`src/rtl/sha256_multiround_core.sv`:
```
// SHA-256 block compression, ROUNDS_PER_CYCLE rounds per clock; o_done 64/ROUNDS_PER_CYCLE+2 edges after start.
// Optional macro SHA224_MODE_EN adds the SHA-224 initial value selected by i_mode; no input backpressure beyond o_ready.
module sha256_multiround_core #(
   parameter int ROUNDS_PER_CYCLE = 1
) (
   input  logic         i_clk,
   input  logic         i_rst_n,
   input  logic         i_start,
   input  logic         i_init,
   input  logic         i_mode,
   input  logic [511:0] i_data,
   input  logic [255:0] i_vin,
   output logic [255:0] o_vout,
   output logic         o_done,
   output logic         o_ready
);
   localparam int R    = ROUNDS_PER_CYCLE;
   localparam int NCYC = 64 / R;
   localparam logic [5:0] LAST_CYC = 6'(NCYC - 1);

   if (R != 1 && R != 2 && R != 4 && R != 8) begin : g_bad_rounds
      $error("ROUNDS_PER_CYCLE must be 1, 2, 4 or 8");
   end

   localparam logic [255:0] IV256 =
      256'h6a09e667_bb67ae85_3c6ef372_a54ff53a_510e527f_9b05688c_1f83d9ab_5be0cd19;
`ifdef SHA224_MODE_EN
   localparam logic [255:0] IV224 =
      256'hc1059ed8_367cd507_3070dd17_f70e5939_ffc00b31_68581511_64f98fa7_befa4fa4;
`endif

   localparam logic [31:0] K [64] = '{
      32'h428a2f98, 32'h71374491, 32'hb5c0fbcf, 32'he9b5dba5, 32'h3956c25b, 32'h59f111f1, 32'h923f82a4, 32'hab1c5ed5,
      32'hd807aa98, 32'h12835b01, 32'h243185be, 32'h550c7dc3, 32'h72be5d74, 32'h80deb1fe, 32'h9bdc06a7, 32'hc19bf174,
      32'he49b69c1, 32'hefbe4786, 32'h0fc19dc6, 32'h240ca1cc, 32'h2de92c6f, 32'h4a7484aa, 32'h5cb0a9dc, 32'h76f988da,
      32'h983e5152, 32'ha831c66d, 32'hb00327c8, 32'hbf597fc7, 32'hc6e00bf3, 32'hd5a79147, 32'h06ca6351, 32'h14292967,
      32'h27b70a85, 32'h2e1b2138, 32'h4d2c6dfc, 32'h53380d13, 32'h650a7354, 32'h766a0abb, 32'h81c2c92e, 32'h92722c85,
      32'ha2bfe8a1, 32'ha81a664b, 32'hc24b8b70, 32'hc76c51a3, 32'hd192e819, 32'hd6990624, 32'hf40e3585, 32'h106aa070,
      32'h19a4c116, 32'h1e376c08, 32'h2748774c, 32'h34b0bcb5, 32'h391c0cb3, 32'h4ed8aa4a, 32'h5b9cca4f, 32'h682e6ff3,
      32'h748f82ee, 32'h78a5636f, 32'h84c87814, 32'h8cc70208, 32'h90befffa, 32'ha4506ceb, 32'hbef9a3f7, 32'hc67178f2
   };

   typedef enum logic [1:0] {S_IDLE, S_ROUND, S_FINAL} state_t;

   function automatic logic [31:0] rotr(input logic [31:0] x, input int n);
      return (x >> n) | (x << (32 - n));
   endfunction

   function automatic logic [31:0] bsig0(input logic [31:0] x);
      return rotr(x, 2) ^ rotr(x, 13) ^ rotr(x, 22);
   endfunction

   function automatic logic [31:0] bsig1(input logic [31:0] x);
      return rotr(x, 6) ^ rotr(x, 11) ^ rotr(x, 25);
   endfunction

   function automatic logic [31:0] ssig0(input logic [31:0] x);
      return rotr(x, 7) ^ rotr(x, 18) ^ (x >> 3);
   endfunction

   function automatic logic [31:0] ssig1(input logic [31:0] x);
      return rotr(x, 17) ^ rotr(x, 19) ^ (x >> 10);
   endfunction

   state_t       state_q;
   logic [5:0]   cnt_q;
   logic         ready_q;
   logic         done_q;
   logic [255:0] vout_q;

   logic [31:0]  h_q   [8];
   logic [31:0]  wv_q  [8];
   logic [31:0]  wv_d  [8];
   logic [31:0]  w_q   [16];
   logic [31:0]  w_d   [16];
   logic [31:0]  w_ext [16+R];
   logic [31:0]  t1;
   logic [31:0]  t2;
   logic [5:0]   kidx;
   logic [255:0] iv_sel;
   logic [255:0] chain_in;
   logic [255:0] final_sum;
   logic         accept;

`ifdef SHA224_MODE_EN
   assign iv_sel = i_mode ? IV224 : IV256;
`else
   logic unused_mode;
   assign iv_sel      = IV256;
   assign unused_mode = i_mode;
`endif

   assign chain_in = i_init ? iv_sel : i_vin;
   assign accept   = i_rst_n && i_start && (state_q == S_IDLE);

   // w_ext extends the 16-word window by the R words this cycle's rounds will consume later.
   always_comb begin
      t1   = '0;
      t2   = '0;
      kidx = '0;
      for (int k = 0; k < 16; k++) begin
         w_ext[k] = w_q[k];
      end
      for (int j = 0; j < R; j++) begin
         w_ext[16+j] = ssig1(w_ext[14+j]) + w_ext[9+j] + ssig0(w_ext[1+j]) + w_ext[j];
      end
      for (int k = 0; k < 8; k++) begin
         wv_d[k] = wv_q[k];
      end
      for (int j = 0; j < R; j++) begin
         kidx = 6'(int'(cnt_q) * R + j);
         t1 = wv_d[7] + bsig1(wv_d[4]) + ((wv_d[4] & wv_d[5]) ^ (~wv_d[4] & wv_d[6]))
              + K[kidx] + w_ext[j];
         t2 = bsig0(wv_d[0]) + ((wv_d[0] & wv_d[1]) ^ (wv_d[0] & wv_d[2]) ^ (wv_d[1] & wv_d[2]));
         for (int k = 7; k > 0; k--) begin
            wv_d[k] = wv_d[k-1];
         end
         wv_d[4] = wv_d[4] + t1;
         wv_d[0] = t1 + t2;
      end
      for (int k = 0; k < 16; k++) begin
         w_d[k] = w_ext[k+R];
      end
   end

   always_comb begin
      final_sum = '0;
      for (int k = 0; k < 8; k++) begin
         final_sum[255-32*k -: 32] = h_q[k] + wv_q[k];
      end
   end

   // Datapath registers need no reset: they are always reloaded on the accepting edge.
   always_ff @(posedge i_clk) begin
      if (accept) begin
         for (int k = 0; k < 8; k++) begin
            h_q[k]  <= chain_in[255-32*k -: 32];
            wv_q[k] <= chain_in[255-32*k -: 32];
         end
         for (int k = 0; k < 16; k++) begin
            w_q[k] <= i_data[511-32*k -: 32];
         end
      end else if (state_q == S_ROUND) begin
         wv_q <= wv_d;
         w_q  <= w_d;
      end
   end

   // FINAL spans two cycles: cnt_q=0 writes o_vout, cnt_q=1 raises o_done and o_ready.
   always_ff @(posedge i_clk) begin
      if (!i_rst_n) begin
         state_q <= S_IDLE;
         cnt_q   <= '0;
         ready_q <= 1'b1;
         done_q  <= 1'b0;
         vout_q  <= '0;
      end else begin
         done_q <= 1'b0;
         case (state_q)
            S_IDLE: begin
               if (i_start) begin
                  state_q <= S_ROUND;
                  cnt_q   <= '0;
                  ready_q <= 1'b0;
               end
            end
            S_ROUND: begin
               if (cnt_q == LAST_CYC) begin
                  state_q <= S_FINAL;
                  cnt_q   <= '0;
               end else begin
                  cnt_q <= cnt_q + 6'd1;
               end
            end
            S_FINAL: begin
               if (cnt_q == '0) begin
                  vout_q <= final_sum;
                  cnt_q  <= 6'd1;
               end else begin
                  cnt_q   <= '0;
                  done_q  <= 1'b1;
                  ready_q <= 1'b1;
                  state_q <= S_IDLE;
               end
            end
            default: begin
               state_q <= S_IDLE;
               cnt_q   <= '0;
               ready_q <= 1'b1;
            end
         endcase
      end
   end

   assign o_vout  = vout_q;
   assign o_done  = done_q;
   assign o_ready = ready_q;

endmodule

```
`config.mk`:
```
export PLATFORM = sky130hd
export DESIGN_NAME = sha256_multiround_core
export DESIGN_NICKNAME = d
export VERILOG_FILES = /design/src/rtl/sha256_multiround_core.sv
export SDC_FILE = /design/constraint.sdc
export NUM_CORES = 2
export LEC_CHECK = 0
export CORE_AREA = 5 5 402 404
export CTS_CLUSTER_DIAMETER = 120
export DETAILED_ROUTE_END_ITERATION = 6
export DIE_AREA = 0 0 407 409
export PLACE_DENSITY = 0.77
export SLEW_MARGIN = 40
export SYNTH_ARGS = -nofsm -noshare
export SYNTH_HDL_FRONTEND = slang
export SYNTH_SLANG_ARGS = --single-unit
```
`constraint.sdc`:
```
create_clock -name i_clk -period 30.1 [get_ports i_clk]
set_input_delay 7.525 -clock i_clk [delete_from_list [all_inputs] [get_ports i_clk]]
set_output_delay 7.525 -clock i_clk [all_outputs]
set_load 0.03 [all_outputs]
```
==> flow_summary.html <==
<table>
<tr><th>Metric</th><th>Value</th></tr>
<tr><th colspan="2">Place</th></tr>
<tr><td>Final estimated routing congestion in global placement</td><td>0.982</td></tr>
<tr><td>HPWL after DPL</td><td>243000 microns</td></tr>
<tr><td>Port Buf Inserts</td><td>1029</td></tr>
<tr><th colspan="2">Logic synthesis</th></tr>
<tr><td>Synthesized instance count</td><td>8379</td></tr>
<tr><td>Number of enable flip-flop cells after synthesis</td><td>1024</td></tr>
<tr><td>Dominant synthesized flop cell</td><td>sky130_fd_sc_hd__edfxtp_1</td></tr>
<tr><td>Library cell occupying the most area in the post-synthesis netlist</td><td>sky130_fd_sc_hd__edfxtp_1</td></tr>
<tr><td>Distinct cells, synth</td><td>94</td></tr>
<tr><td>Proportion of synthesized chip area in sequential cells</td><td>45.5%</td></tr>
<tr><td>Async set-reset flop share out of synthesis</td><td>0%</td></tr>
<tr><td>Synthesized netlist net count</td><td>9748</td></tr>
<tr><td>Yosys Warn Count</td><td>0</td></tr>
<tr><td>FF+latch count, synth</td><td>1290</td></tr>
<tr><td>Portion of synthesized cell area occupied by the leading cell type</td><td>38.8%</td></tr>
<tr><td>Avg Inst Size Synth</td><td>9.46 sq um</td></tr>
<tr><td>Most numerous cell types in the synthesized netlist</td><td>sky130_fd_sc_hd__nand2_1 (2203), sky130_fd_sc_hd__edfxtp_1 (1024), sky130_fd_sc_hd__inv_1 (501)</td></tr>
<tr><td>Post-synthesis instance area</td><td>79300 sq um</td></tr>
<tr><td>Most frequent cell after synthesis</td><td>sky130_fd_sc_hd__nand2_1</td></tr>
<tr><td>Largest cells by area after synthesis</td><td>sky130_fd_sc_hd__edfxtp_1 (39%), sky130_fd_sc_hd__nand2_1 (10%), sky130_fd_sc_hd__dfxtp_1 (6.7%), sky130_fd_sc_hd__ha_1 (6.3%), sky130_fd_sc_hd__fa_1 (5.0%)</td></tr>
<tr><th colspan="2">Critical path</th></tr>
<tr><td>Worst r2r path cells</td><td>34</td></tr>
<tr><td>Cell seen most often among critical-path stages</td><td>sky130_fd_sc_hd__buf_6</td></tr>
<tr><td>Data required time at the worst endpoint</td><td>30.66 ns</td></tr>
<tr><td>Crit Reg-Reg Startpoint</td><td>cnt_q[0]</td></tr>
<tr><td>Critical Setup Path Class</td><td>input pin to flop</td></tr>
<tr><td>Standard cell with the maximum stage delay on the critical path</td><td>sky130_fd_sc_hd__clkdlybuf4s50_1</td></tr>
<tr><td>Chain of cells forming the critical path</td><td>clkdlybuf4s50_1 -&gt; nand3_4 -&gt; inv_12 -&gt; buf_6 -&gt; buf_6 -&gt; buf_6 -&gt; mux2_2</td></tr>
<tr><td>Maximum fanout along the worst path</td><td>164</td></tr>
<tr><td>Largest delay contributor family on the critical path</td><td>buffers and inverters</td></tr>
<tr><td>R2R Path End</td><td>wv_d[223]</td></tr>
<tr><td>Startpoint type of the worst setup path</td><td>input pin</td></tr>
<tr><td>R2R Setup Slk</td><td>20.40 ns</td></tr>
<tr><td>Largest incremental delay on the critical path</td><td>0.73 ns</td></tr>
<tr><td>Critical path depth</td><td>7</td></tr>
<tr><td>Critical Path End Type</td><td>flop</td></tr>
<tr><td>Number of buffer and inverter instances along the worst setup path</td><td>5</td></tr>
<tr><td>Source of the critical timing path</td><td>i_start</td></tr>
<tr><td>Endpoint arrival time on the critical path</td><td>11.68 ns</td></tr>
<tr><td>End of the critical path</td><td>wv_q[4]</td></tr>
<tr><th colspan="2">STA</th></tr>
<tr><td>Clock period minus worst slack</td><td>11.12 ns</td></tr>
<tr><td>Setup TNS</td><td>0 ns</td></tr>
<tr><td>Final cycle utilization of the critical path</td><td>37.0%</td></tr>
<tr><td>Transition at the pin with the smallest max-transition slack</td><td>0.910 ns</td></tr>
<tr><td>Clock Skews</td><td>0.0361 ns</td></tr>
<tr><td>Fin. max-slew vios</td><td>0</td></tr>
<tr><td>Number of failing hold endpoints at the final stage</td><td>0</td></tr>
<tr><td>Worst rel slew slack</td><td>39.3%</td></tr>
<tr><td>Number of setup violations in the final report</td><td>0</td></tr>
<tr><td>Max Fclk</td><td>0.0899 GHz</td></tr>
<tr><td>Setup repair after global routing missed its margin</td><td>false</td></tr>
<tr><th colspan="2">Clock network</th></tr>
<tr><td>Post-CTS Resized</td><td>0</td></tr>
<tr><td>Num CTS Buffers</td><td>145</td></tr>
<tr><td>Root buffer cell</td><td>sky130_fd_sc_hd__clkbuf_16</td></tr>
<tr><td>Maximum buffer depth of the clock tree</td><td>3</td></tr>
<tr><td>H-tree depth</td><td>4</td></tr>
<tr><td>Clock tree from TritonCTS</td><td>done</td></tr>
<tr><td>Post-CTS clock slew at the launch and capture registers of the worst setup and hold paths</td><td>0.06 ns</td></tr>
<tr><td>Insertion delay to the later sink of the worst-skew pair</td><td>0.82 ns</td></tr>
<tr><td>Clk sink count</td><td>1290</td></tr>
<tr><td>Hold bufs inserted after CTS</td><td>0</td></tr>
<tr><td># Post-CTS Setup Buffers</td><td>0</td></tr>
<tr><th colspan="2">Floorplan</th></tr>
<tr><td>Row count</td><td>146</td></tr>
<tr><td>Die X</td><td>407 microns</td></tr>
<tr><td>Area of the core region</td><td>157000 sq um</td></tr>
<tr><td>Vertical die dimension</td><td>409 microns</td></tr>
<tr><td>Starting density of the core</td><td>50.3%</td></tr>
<tr><td>Die Area</td><td>166000 sq um</td></tr>
<tr><td>Boundary pin count</td><td>1031</td></tr>
<tr><th colspan="2">Route</th></tr>
<tr><td>Antenna Violating Nets Remaining</td><td>0</td></tr>
<tr><td>First drt pass iteration count</td><td>6</td></tr>
<tr><td>DR WL/cell</td><td>27.1 microns</td></tr>
<tr><td>Final wirelength</td><td>311000 microns</td></tr>
<tr><td>Total via count in the routed design</td><td>67100</td></tr>
<tr><td>Drt drc</td><td>0</td></tr>
<tr><td>Via count normalized by instance count</td><td>5.85</td></tr>
<tr><td>Initial DRC Count</td><td>7757</td></tr>
<tr><th colspan="2">Layout</th></tr>
<tr><td>Fraction of layout cells with a size suffix above 1</td><td>6.59%</td></tr>
<tr><td>Net count reported at finish</td><td>10600</td></tr>
<tr><td>P&amp;R area growth vs syn</td><td>21.9%</td></tr>
<tr><td>Fill count</td><td>13300</td></tr>
<tr><th colspan="2">Outcome</th></tr>
<tr><td>Status</td><td>finished, final reports clean</td></tr>
<tr><th colspan="2">GRT</th></tr>
<tr><td>Total GRT Usage</td><td>36.1%</td></tr>
<tr><td>Via count of the first global-routing pass</td><td>64100</td></tr>
<tr><td>Met2 track utilization from global routing</td><td>58.3%</td></tr>
<tr><td>Met1 Usage GRT</td><td>45.5%</td></tr>
<tr><td>Overall overflow remaining after global route</td><td>0</td></tr>
<tr><td>GR Layer Usage met3</td><td>7.00%</td></tr>
<tr><td>Initial antenna violation count</td><td>56</td></tr>
<tr><td>Maximum number of pins on one net before global-route repair</td><td>209</td></tr>
<tr><td>GR peak layer</td><td>met2</td></tr>
<tr><td>First-pass GRT wire length</td><td>437000 microns</td></tr>
<tr><th colspan="2">Flow run</th></tr>
<tr><td>Max_cap viols</td><td>0</td></tr>
<tr><th colspan="2">Min path</th></tr>
<tr><td>Worst Hold Class</td><td>flop to flop</td></tr>
</table>
==> worst min-delay path by stage <==
stage / startpoint / to / depth (start not counted)
2_1_floorplan: w_d[96] / w_d[128] / 2
3_3_place_gp: o_vout[189] / o_vout[189] / 2
3_5_place_dp: o_vout[11] / o_vout[11] / 2
4_1_cts: o_vout[11] / o_vout[11] / 2
5_1_grt: o_vout[11] / o_vout[11] / 2
6_report: o_vout[11] / o_vout[11] / 2
==> metal layers <==
| metal | vias to the layer above | routed length [microns] |
|---|---|---|
| met4 | 10 | 20100 |
| met5 | - | 73 |
| met1 | 32600 | 117000 |
| li1 | 30400 | - |
| met2 | 3504 | 146000 |
| met3 | 680 | 27600 |
==> worst min-delay path, cell delays in order, from the launching register on <==
cell and delay [ns]:
sky130_fd_sc_hd__dfxtp_1 0.31, sky130_fd_sc_hd__nand2_1 0.05, sky130_fd_sc_hd__a21oi_1 0.05
==> kinds of logic (layout without fill, tap and decap cells) <==
family	count (synthesis)	count (layout)	share of synthesized area, %
fa+ha+maj	599	599	11.3
simple gates	3273	3273	17.8
mux	167	167	2.39
flops	1290	1290	45.5
other cells	0	45	0
compound gates	1604	1604	12.6
xor+xnor	553	553	6.15
buf+inv	893	1872	4.23
==> flip-flops by register name, summed over array words and instances (netlist names) <==
name	flops
h_q	256
w_d	480
o_vout	256
wv_q	64
cnt_q	6
o_done	1
o_ready	1
wv_d	192
state_q	2
w_ext	32
==> placed cells by master (no fill, tap or decap), types with 33 or more instances in the layout <==
master,synthesis,final
sky130_fd_sc_hd__clkdlybuf4s50_1,0,1027
sky130_fd_sc_hd__dfxtp_1,266,262
sky130_fd_sc_hd__nor2_1,294,292
sky130_fd_sc_hd__a21oi_1,475,475
sky130_fd_sc_hd__or2_2,143,143
sky130_fd_sc_hd__a211oi_1,60,60
sky130_fd_sc_hd__nor2b_1,169,169
sky130_fd_sc_hd__o21a_1,47,47
sky130_fd_sc_hd__clkbuf_1,352,39
sky130_fd_sc_hd__clkbuf_16,0,146
sky130_fd_sc_hd__ha_1,399,399
sky130_fd_sc_hd__nand2_1,2203,2201
sky130_fd_sc_hd__o21ai_1,50,54
sky130_fd_sc_hd__nand2b_1,66,65
sky130_fd_sc_hd__a31oi_1,38,38
sky130_fd_sc_hd__buf_4,0,47
sky130_fd_sc_hd__fa_1,197,197
sky130_fd_sc_hd__a21o_1,172,172
sky130_fd_sc_hd__o21bai_1,49,49
sky130_fd_sc_hd__nor3_1,81,81
sky130_fd_sc_hd__diode_2,0,45
sky130_fd_sc_hd__inv_1,501,500
sky130_fd_sc_hd__xor2_1,229,229
sky130_fd_sc_hd__edfxtp_1,1024,1024
sky130_fd_sc_hd__xnor2_1,322,321
sky130_fd_sc_hd__nand3_1,91,90
sky130_fd_sc_hd__o21ai_0,412,408
sky130_fd_sc_hd__a21boi_0,36,36
sky130_fd_sc_hd__and2_1,78,77
sky130_fd_sc_hd__or3_1,45,45
sky130_fd_sc_hd__o211ai_1,33,33
sky130_fd_sc_hd__mux2_2,141,141
==> final cells by class <==
cell class | count | area [sq um] | area share, %
clock inverters | 74 | 965 | 0.999
flip-flops and latches | 1290 | 36100 | 37.4
inverters | 504 | 1910 | 1.97
clock buffers | 190 | 3860 | 4.00
multi-input cells | 6196 | 39900 | 41.3
well taps | 2072 | 2590 | 2.68
diodes | 45 | 113 | 0.117
repair buffers | 1104 | 11200 | 11.6
==> stage by stage <==
stage / util, % / cells / worst slack, ns / hold slack [ns] / area [sq um]
after floorplan: - / 8379 / 3.45 / 0.491 / 79300
after global placement: 58.0 / 11200 / 17.37 / 0.439 / 91300
after detailed placement: 58.1 / 11200 / 17.76 / 0.445 / 91500
after CTS: 61.2 / 11400 / 18.63 / 0.453 / 96300
after global routing: 61.3 / 11500 / 18.88 / 0.471 / 96600
final: 61.3 / 11500 / 18.98 / 0.451 / 96600
Power is left out: the tool's default activity adds up to more than one toggle a clock period on the data nets, which glitch-free logic cannot reach.
